===== src/rtl/if_fetch_unit.sv =====
// if_fetch_unit: MiniMIPS32 instruction-fetch stage.
// Owns the PC, issues pipelined imem requests and buffers in-order responses.
// Optional macro IF_ADDR_XLATE_EN: imem_addr_o uses the fixed kseg0/kseg1
// mapping {3'b000, pc[28:0]}; without it imem_addr_o is the virtual PC.
`ifndef EC_None
`define EC_None 5'd0
`endif
`ifndef EC_AdEL
`define EC_AdEL 5'd4
`endif

module if_fetch_unit #(
    parameter logic [31:0] RESET_PC  = 32'hBFC0_0000,
    parameter int          BUF_DEPTH = 4
) (
    input  logic        clk,
    input  logic        rst,
    input  logic        flush_i,
    input  logic [31:0] flush_pc_i,
    input  logic        br_i,
    input  logic [31:0] br_pc_i,
    output logic        imem_req_o,
    output logic [31:0] imem_addr_o,
    input  logic        imem_ready_i,
    input  logic        imem_rvalid_i,
    input  logic [31:0] imem_rdata_i,
    output logic        valid_o,
    input  logic        ready_i,
    output logic [31:0] inst_o,
    output logic [31:0] pc_o,
    output logic [4:0]  exc_code_o,
    output logic [31:0] exc_badvaddr_o
);
    localparam int PTR_W = $clog2(BUF_DEPTH);
    localparam int CNT_W = PTR_W + 1;
    typedef logic [PTR_W-1:0] ptr_t;
    typedef logic [CNT_W-1:0] cnt_t;
    localparam cnt_t DEPTH_C = cnt_t'(BUF_DEPTH);

    logic [31:0] pc_q, pc_d;
    ptr_t        rd_ptr_q, rd_ptr_d;
    cnt_t        count_q, count_d;
    cnt_t        out_q, out_d;
    cnt_t        disc_q, disc_d;
    logic        halt_q, halt_d;
    logic        run_q;

    // Queue storage. Slots past count_q hold the PCs of in-flight requests.
    logic [BUF_DEPTH-1:0][31:0] inst_mem_q, inst_mem_d;
    logic [BUF_DEPTH-1:0][31:0] pc_mem_q, pc_mem_d;
    logic [BUF_DEPTH-1:0]       adel_mem_q, adel_mem_d;

    logic redirect, accept, resp_keep, resp_drop, adel_push, pop, push;
    cnt_t fill;
    ptr_t wr_slot, issue_slot;

    // Issue gating; run_q keeps the request low until the first edge after reset.
    always_comb begin
        redirect   = flush_i | br_i;
        fill       = count_q + out_q;
        imem_req_o = run_q && !halt_q && (pc_q[1:0] == 2'b00) && (fill < DEPTH_C) && !redirect;
        accept     = imem_req_o && imem_ready_i;
`ifdef IF_ADDR_XLATE_EN
        imem_addr_o = {3'b000, pc_q[28:0]};
`else
        imem_addr_o = pc_q;
`endif
    end

    // Next-state: redirect squashes everything, otherwise issue/response/AdEL/pop.
    always_comb begin
        pc_d       = pc_q;
        rd_ptr_d   = rd_ptr_q;
        count_d    = count_q;
        out_d      = out_q;
        disc_d     = disc_q;
        halt_d     = halt_q;
        inst_mem_d = inst_mem_q;
        pc_mem_d   = pc_mem_q;
        adel_mem_d = adel_mem_q;

        // A response with nothing owed (stale after reset) is ignored.
        resp_drop  = imem_rvalid_i && (disc_q != '0);
        resp_keep  = imem_rvalid_i && (disc_q == '0) && (out_q != '0);
        adel_push  = !halt_q && (pc_q[1:0] != 2'b00) && (out_q == '0) && (count_q < DEPTH_C)
                     && !redirect;
        pop        = (count_q != '0) && ready_i;
        push       = resp_keep || adel_push;
        wr_slot    = rd_ptr_q + count_q[PTR_W-1:0];
        issue_slot = wr_slot + out_q[PTR_W-1:0];

        if (redirect) begin
            pc_d    = flush_i ? flush_pc_i : br_pc_i;
            count_d = '0;
            out_d   = '0;
            halt_d  = 1'b0;
            // Everything still owed by memory must be dropped when it arrives.
            disc_d  = disc_q + out_q + cnt_t'(accept) - cnt_t'(resp_drop | resp_keep);
        end else begin
            if (accept) begin
                pc_mem_d[issue_slot] = pc_q;
                pc_d                 = pc_q + 32'd4;
            end
            if (resp_keep) begin
                inst_mem_d[wr_slot] = imem_rdata_i;
                adel_mem_d[wr_slot] = 1'b0;
            end
            if (adel_push) begin
                inst_mem_d[wr_slot] = '0;
                pc_mem_d[wr_slot]   = pc_q;
                adel_mem_d[wr_slot] = 1'b1;
                halt_d              = 1'b1;
            end
            if (pop)
                rd_ptr_d = rd_ptr_q + ptr_t'(1);
            count_d = count_q + cnt_t'(push) - cnt_t'(pop);
            out_d   = out_q + cnt_t'(accept) - cnt_t'(resp_keep);
            disc_d  = disc_q - cnt_t'(resp_drop);
        end
    end

    // Control state registers.
    always_ff @(posedge clk or negedge rst) begin
        if (!rst) begin
            pc_q     <= RESET_PC;
            rd_ptr_q <= '0;
            count_q  <= '0;
            out_q    <= '0;
            disc_q   <= '0;
            halt_q   <= 1'b0;
            run_q    <= 1'b0;
        end else begin
            pc_q     <= pc_d;
            rd_ptr_q <= rd_ptr_d;
            count_q  <= count_d;
            out_q    <= out_d;
            disc_q   <= disc_d;
            halt_q   <= halt_d;
            run_q    <= 1'b1;
        end
    end

    // Queue payload; contents are only observed while count_q covers them.
    always_ff @(posedge clk) begin
        inst_mem_q <= inst_mem_d;
        pc_mem_q   <= pc_mem_d;
        adel_mem_q <= adel_mem_d;
    end

    // ID outputs come straight from queue registers, zeroed when empty.
    always_comb begin
        valid_o        = (count_q != '0);
        inst_o         = '0;
        pc_o           = '0;
        exc_code_o     = `EC_None;
        exc_badvaddr_o = '0;
        if (valid_o) begin
            inst_o = inst_mem_q[rd_ptr_q];
            pc_o   = pc_mem_q[rd_ptr_q];
            if (adel_mem_q[rd_ptr_q]) begin
                exc_code_o     = `EC_AdEL;
                exc_badvaddr_o = pc_mem_q[rd_ptr_q];
            end
        end
    end
endmodule


===== config.mk =====
export PLATFORM = sky130hd
export DESIGN_NAME = if_fetch_unit
export DESIGN_NICKNAME = d
export VERILOG_FILES = /design/src/rtl/if_fetch_unit.sv
export SDC_FILE = /design/constraint.sdc
export NUM_CORES = 1
export LEC_CHECK = 0
export BUFFER_PORTS_ARGS = -buffer_cell sky130_fd_sc_hd__buf_2
export CORE_MARGIN = 2
export CORE_UTILIZATION = 40
export CTS_CLUSTER_DIAMETER = 60
export DETAILED_ROUTE_END_ITERATION = 6
export PLACE_DENSITY_LB_ADDON = 0.08
export SLEW_MARGIN = 15
export SYNTH_ARGS = -nofsm -noshare
export SYNTH_HDL_FRONTEND = slang
export SYNTH_SLANG_ARGS = --single-unit

===== constraint.sdc =====
create_clock -name clk -period 5.28 [get_ports clk]
set_clock_uncertainty 0.15 [all_clocks]
set_input_delay 0.528 -clock clk [delete_from_list [all_inputs] [get_ports clk]]
set_output_delay 0.528 -clock clk [all_outputs]
set_load 0.01 [all_outputs]

# == Word-level counts from Yosys, hierarchy flattened ==
# Cells that the tools add are included.
# Widths: inputs -> output; s select.
# classes
n_addsub,13
n_mul,0
div_mod_pow,0
order_cmp,7
eq_ne,0
shifts,0
mux,38
bitwise,8
reduce_logical,28
# op_table
op,n
$mux 128,6
$bwmux 128,3
$mux 32,11
$and 128x128->128,1
$bmux 32 s2,2
$demux 32 s2,2
$not 128->128,1
$add 32x3->32 const B,1
$logic_and 1x1->1,15
$mux 3,5
$mux 4,3
$sub 3x1->3,4
$add 3x1->3,3
$lt 2x3->1 const B,3
$reduce_bool 3->1,3
$add 3x3->3,2
$logic_not 3->1,2
$lt 3x3->1 const B,2
$reduce_bool 2->1,3
$add 2x2->2,2
$and 4x4->4,1
$ge 2x1->1 const B,2
$mux 1,4
$not 4->4,1
10 further kinds,12
# word_totals
ff_bits,305
latchBits,0
mem_bits_rw,0
romBits,0
inputBits,103
out_inout_bits,135
elab_cells,110
n_memories,0

# == Longest topological paths before layout ==
# depth
word_depth,11
depth_mapped,13
depth_no_buf,13

# == Worst setup path after synthesis ==
# OpenSTA, ideal clock, no wires.
# synth_timing
kind,input to register
start,in br_i
end,reg adel_mem_q[0] (enable)
setup_ps,724
arrival_time_ps,8568
required_time_ps,4406
path_slack_ps,-4163
path_stages,6
path_buffers,4
path_cell_list,clkbuf_1 > or2_1 > buf_2 > inv_2 > clkbuf_1 > buf_1
# synth_between
elab_chain_len,1
# synth_lines
item,line,source
"start, declared",20,"input logic br_i,"
$or 1x1->1,59,redirect = flush_i | br_i;
"end signal, assigned",147,adel_mem_q <= adel_mem_d;
"end, declared",51,"logic [BUF_DEPTH-1:0] adel_mem_q, adel_mem_d;"
# No other way between the ends.
# A chain may end at the register's enable or synchronous reset.

# == Final worst setup path ==
# layout_timing
start,reg rd_ptr_q[0]
end,out exc_badvaddr_o[0]
# layout_between
elab_chain_len,4
elab_cells_between_ends,6
cone_classes,mux (6)
# layout_lines
item,line,source
"start, declared",41,"ptr_t rd_ptr_q, rd_ptr_d;"
"start signal, assigned",134,rd_ptr_q <= rd_ptr_d;
$bmux 32 s2 / $bmux 1 s2 (equally long branches),"162, 160",
$mux 32 (implied by the code) / $mux 1 (equally long branches),"162, 160",
$mux 32 (*),160,if (adel_mem_q[rd_ptr_q]) begin
$mux 32 (*),157,if (valid_o) begin
"end, declared",32,output logic [31:0] exc_badvaddr_o
# Mark *: on every way between the ends. The rest lies on a longest branch, timed or not. The select of a mux whose other input is x is not followed.

==> results by group <==
Worst setup path
  • Crit-path leading delay family: buffers and inverters
  • RR Endpoint: pc_mem_q[96]$_DFFE_PP_
  • Crit-path cells: buf_4 > mux4_2 > and3_1 > buf_2
  • Critical path peak fanout: 44
  • CP Buf/Inv Count: 2
  • R2R setup slack: 1.37 ns
  • Critical path's largest stage delay: 0.97 ns
  • CP endpoint kind: output port
  • WS Path Type: flip-flop to output port
  • Worst Path Required: roughly 4.6 ns
  • Worst EP arrival: 3.72 ns
  • Slowest cell on crit path: mux4_2
  • Reg2reg start: rd_ptr_q[0]$_DFFE_PN0P_
  • Worst setup SP type: flip-flop
  • Reg2Reg Depth: 7

Run
  • Maxcap violations: 0

Clock tree
  • CTS H-tree lvls: 2
  • Clock latency on the worst-skew pair: between 0.5 and 0.6 ns
  • Longest Clk Path Bufs: 3
  • CTS buffer count: 38
  • Post-CTS Setup Bufs: 0
  • Clock tree sinks: 305
  • Hold-fix buffer count after cts: 1
  • CTS tree: done
  • Post-CTS sizing: 0
  • Clk pin slew, worst setup/hold paths: 0.05 ns
  • Clk root buf: clkbuf_16

GRT
  • Global-route wire length before repair: 72740 um
  • Overflow after GRT: 0
  • Largest net degree at the start of global routing: 207
  • Initial antenna violation count: 2
  • All-Layer GR Usage: 0.2157
  • Vias in the first global route: about 12k

Drt
  • DR iter-0 viols: 962
  • Routed wire per std cell: 22.28 um
  • Drt pass-1 iters: 5
  • Final ANT Viol Nets: 0
  • DRC violations left: 0
  • Final wirelength: 47430 um
  • Routed vias/inst: approximately 5.6
  • Vias: 11.82k

Layout
  • Nets: approximately 1.7k
  • Ratio of cells with drive above 1 in the final layout: 0.2863
  • Fillers: 3887
  • P&R area growth vs syn: 16.75%
  • Final instance area: between 15000 and 20000 um^2
  • Core Util, Final: 0.4730
  • Layout Cells excl Fill: 2129

Power
  • Leakage: approximately 8.1 nW
  • IR drop worst, VDD: 0.2437 mV
  • Power Density: ~360 nW/um^2

Logic synthesis
  • Mapped Area: approximately 17000 um^2
  • Synth async-reset ratio: 0.1475
  • Post-synth EDFFs: 260
  • Mean area per synthesized cell: around 12 um^2
  • Ys flop type: edfxtp_1
  • Cell variety after synth: 61
  • Yosys reg bits: 305
  • Post-Syn Instances: roughly 1.4k
  • Synth warn: 0
  • Sequential share of the synthesized area: 0.5276

Floorplanning
  • Die footprint: 44050 um^2
  • Core Area: around 42000 um^2
  • Die Y: 209.9 um
  • Die Width: ~210 um
  • Initial Util: 0.4051
  • Num ports: about 240
  • FP Rows: 75

Timing
  • Worst-margin pin slew: approximately 1.3 ns
  • Hold Vio Cnt, Final: 0
  • Setup TNS: 0 ns
  • Rel. slew slack: 0.1223
  • Hold Slack: 0.05912 ns
  • Post-layout min period: 4.395 ns
  • Peak Freq: ~0.23 GHz
  • RSZ-0062 raised after global routing: no
  • Fin. max-slew vios: 0
  • # setup viols final: 0
  • Final clock period utilization by the worst path: 0.8324

Run status
  • Status: finished, final reports clean

Placement
  • Port bufs: 233
  • HPWL Detailed: 29000 um
  • Cell Area, Placed: 18580 um^2
  • Placer Congestion: 0.8041
  • Placed Cells: 2059

Min path
  • Hold depth: 3
  • HP Start: flush_pc_i[22]
  • Worst Hold Path EP: imem_addr_o[22]$_DFFE_PN1P_
  • Min-delay worst type: primary input to flip-flop
how the worst max path moves through the flow:
stage / start / end / slack (ns) / depth (start not counted)
after floorplan: br_i / adel_mem_q[0]$_DFFE_PP_ / 0.17 / 6
after global placement: br_i / pc_mem_q[66]$_DFFE_PP_ / 1.29 / 8
after detailed placement: br_i / pc_mem_q[25]$_DFFE_PP_ / 1.22 / 8
after CTS: rd_ptr_q[0]$_DFFE_PN0P_ / exc_badvaddr_o[0] / 0.75 / 4
after global routing: rd_ptr_q[0]$_DFFE_PN0P_ / exc_badvaddr_o[0] / 0.60 / 4
final: rd_ptr_q[0]$_DFFE_PN0P_ / exc_badvaddr_o[0] / 0.88 / 4
synthesized netlist by cell type (7+ instances only):
master	count	area, um^2
a211oi_1	17	127.6
a21o_1	7	52.55
a21oi_1	95	475.5
and2_1	70	437.9
and3_1	38	237.7
and4_1	8	70.07
buf_1	7	26.28
buf_2	20	100.1
buf_4	10	75.07
clkbuf_1	78	292.8
dfrtp_1	36	900.9
dfstp_2	9	236.5
edfxtp_1	260	7807
ha_1	13	162.7
inv_1	17	63.81
mux2_1	83	934.7
mux2_2	47	529.3
mux2i_1	68	680.7
mux4_2	65	1464
nand2_1	167	626.9
nand3_1	18	90.09
nand4_1	9	56.30
nor2_1	87	326.6
nor2b_1	17	106.4
nor3_1	10	50.05
nor3b_1	7	52.55
nor4_1	13	81.33
o21ai_0	12	60.06
xnor2_1	23	201.4
flip-flops by register name (all words and copies together) (netlist names):
name,flops
out_q,3
imem_addr_o,32
inst_mem_q,128
adel_mem_q,4
pc_mem_q,128
count_q,3
rd_ptr_q,2
halt_q,1
run_q,1
disc_q,3
routing by layer:
metal | GRT usage | wire length [um]
met4 | 0.05600 | 950
met5 | 0 | 0
met1 | 0.3149 | 22020
met2 | 0.3388 | 22010
met3 | 0.03127 | 2444
layout by cell type (no fill, tap or decap), types with 47 or more instances in the layout:
cell / synthesis / final
mux2i_1: 68 / 68
mux2_2: 47 / 47
a21oi_1: 95 / 95
edfxtp_1: 260 / 260
and2_1: 70 / 70
buf_2: 20 / 233
mux4_2: 65 / 65
mux2_1: 83 / 83
nand2_1: 167 / 167
nor2_1: 87 / 87
cells by family (layout without fill, tap and decap cells):
kind of cell | Yosys count | after routing | share of synthesized area
mux | 263 | 263 | 0.2128
flops | 305 | 305 | 0.5276
fa+ha+maj | 16 | 16 | 0.01314
other cells | 2 | 6 | 0.0004429
xor+xnor | 33 | 33 | 0.02015
simple gates | 462 | 462 | 0.1369
buf+inv | 133 | 346 | 0.03313
compound gates | 159 | 159 | 0.05586
area by class of cell:
type                    instances  area (um^2)  share of cell area
diodes                          1        2.502           0.0001264
repair buffers                260         1384             0.06991
multi-input cells             938         7502              0.3790
flip-flops and latches        305         8952              0.4522
well taps                     539        674.4             0.03407
clock buffers                  58         1100             0.05556
clock inverters                10        105.1            0.005309
inverters                      18        75.07            0.003792
power breakdown:
group / internal [mW] / total (mW) / switching [mW]
Sequential: 2.82 / 3.05 / 0.224
Clock: 1.53 / 2.55 / 1.01
Combinational: 0.753 / 1.58 / 0.828
metrics by stage:
step / worst slack, ns / power (mW)
floorplan: 0.1714 / 4.153
global placement: 1.291 / 4.689
detailed placement: 1.225 / 4.707
CTS: 0.7470 / 7.262
global route: 0.5999 / 7.513
finish: 0.8849 / 7.174
worst min-delay path: stages:
cell	delay, ns
buf_2	0.09
inv_1	0.04
a221oi_1	0.07
Power figures use the tool's default switching activity.
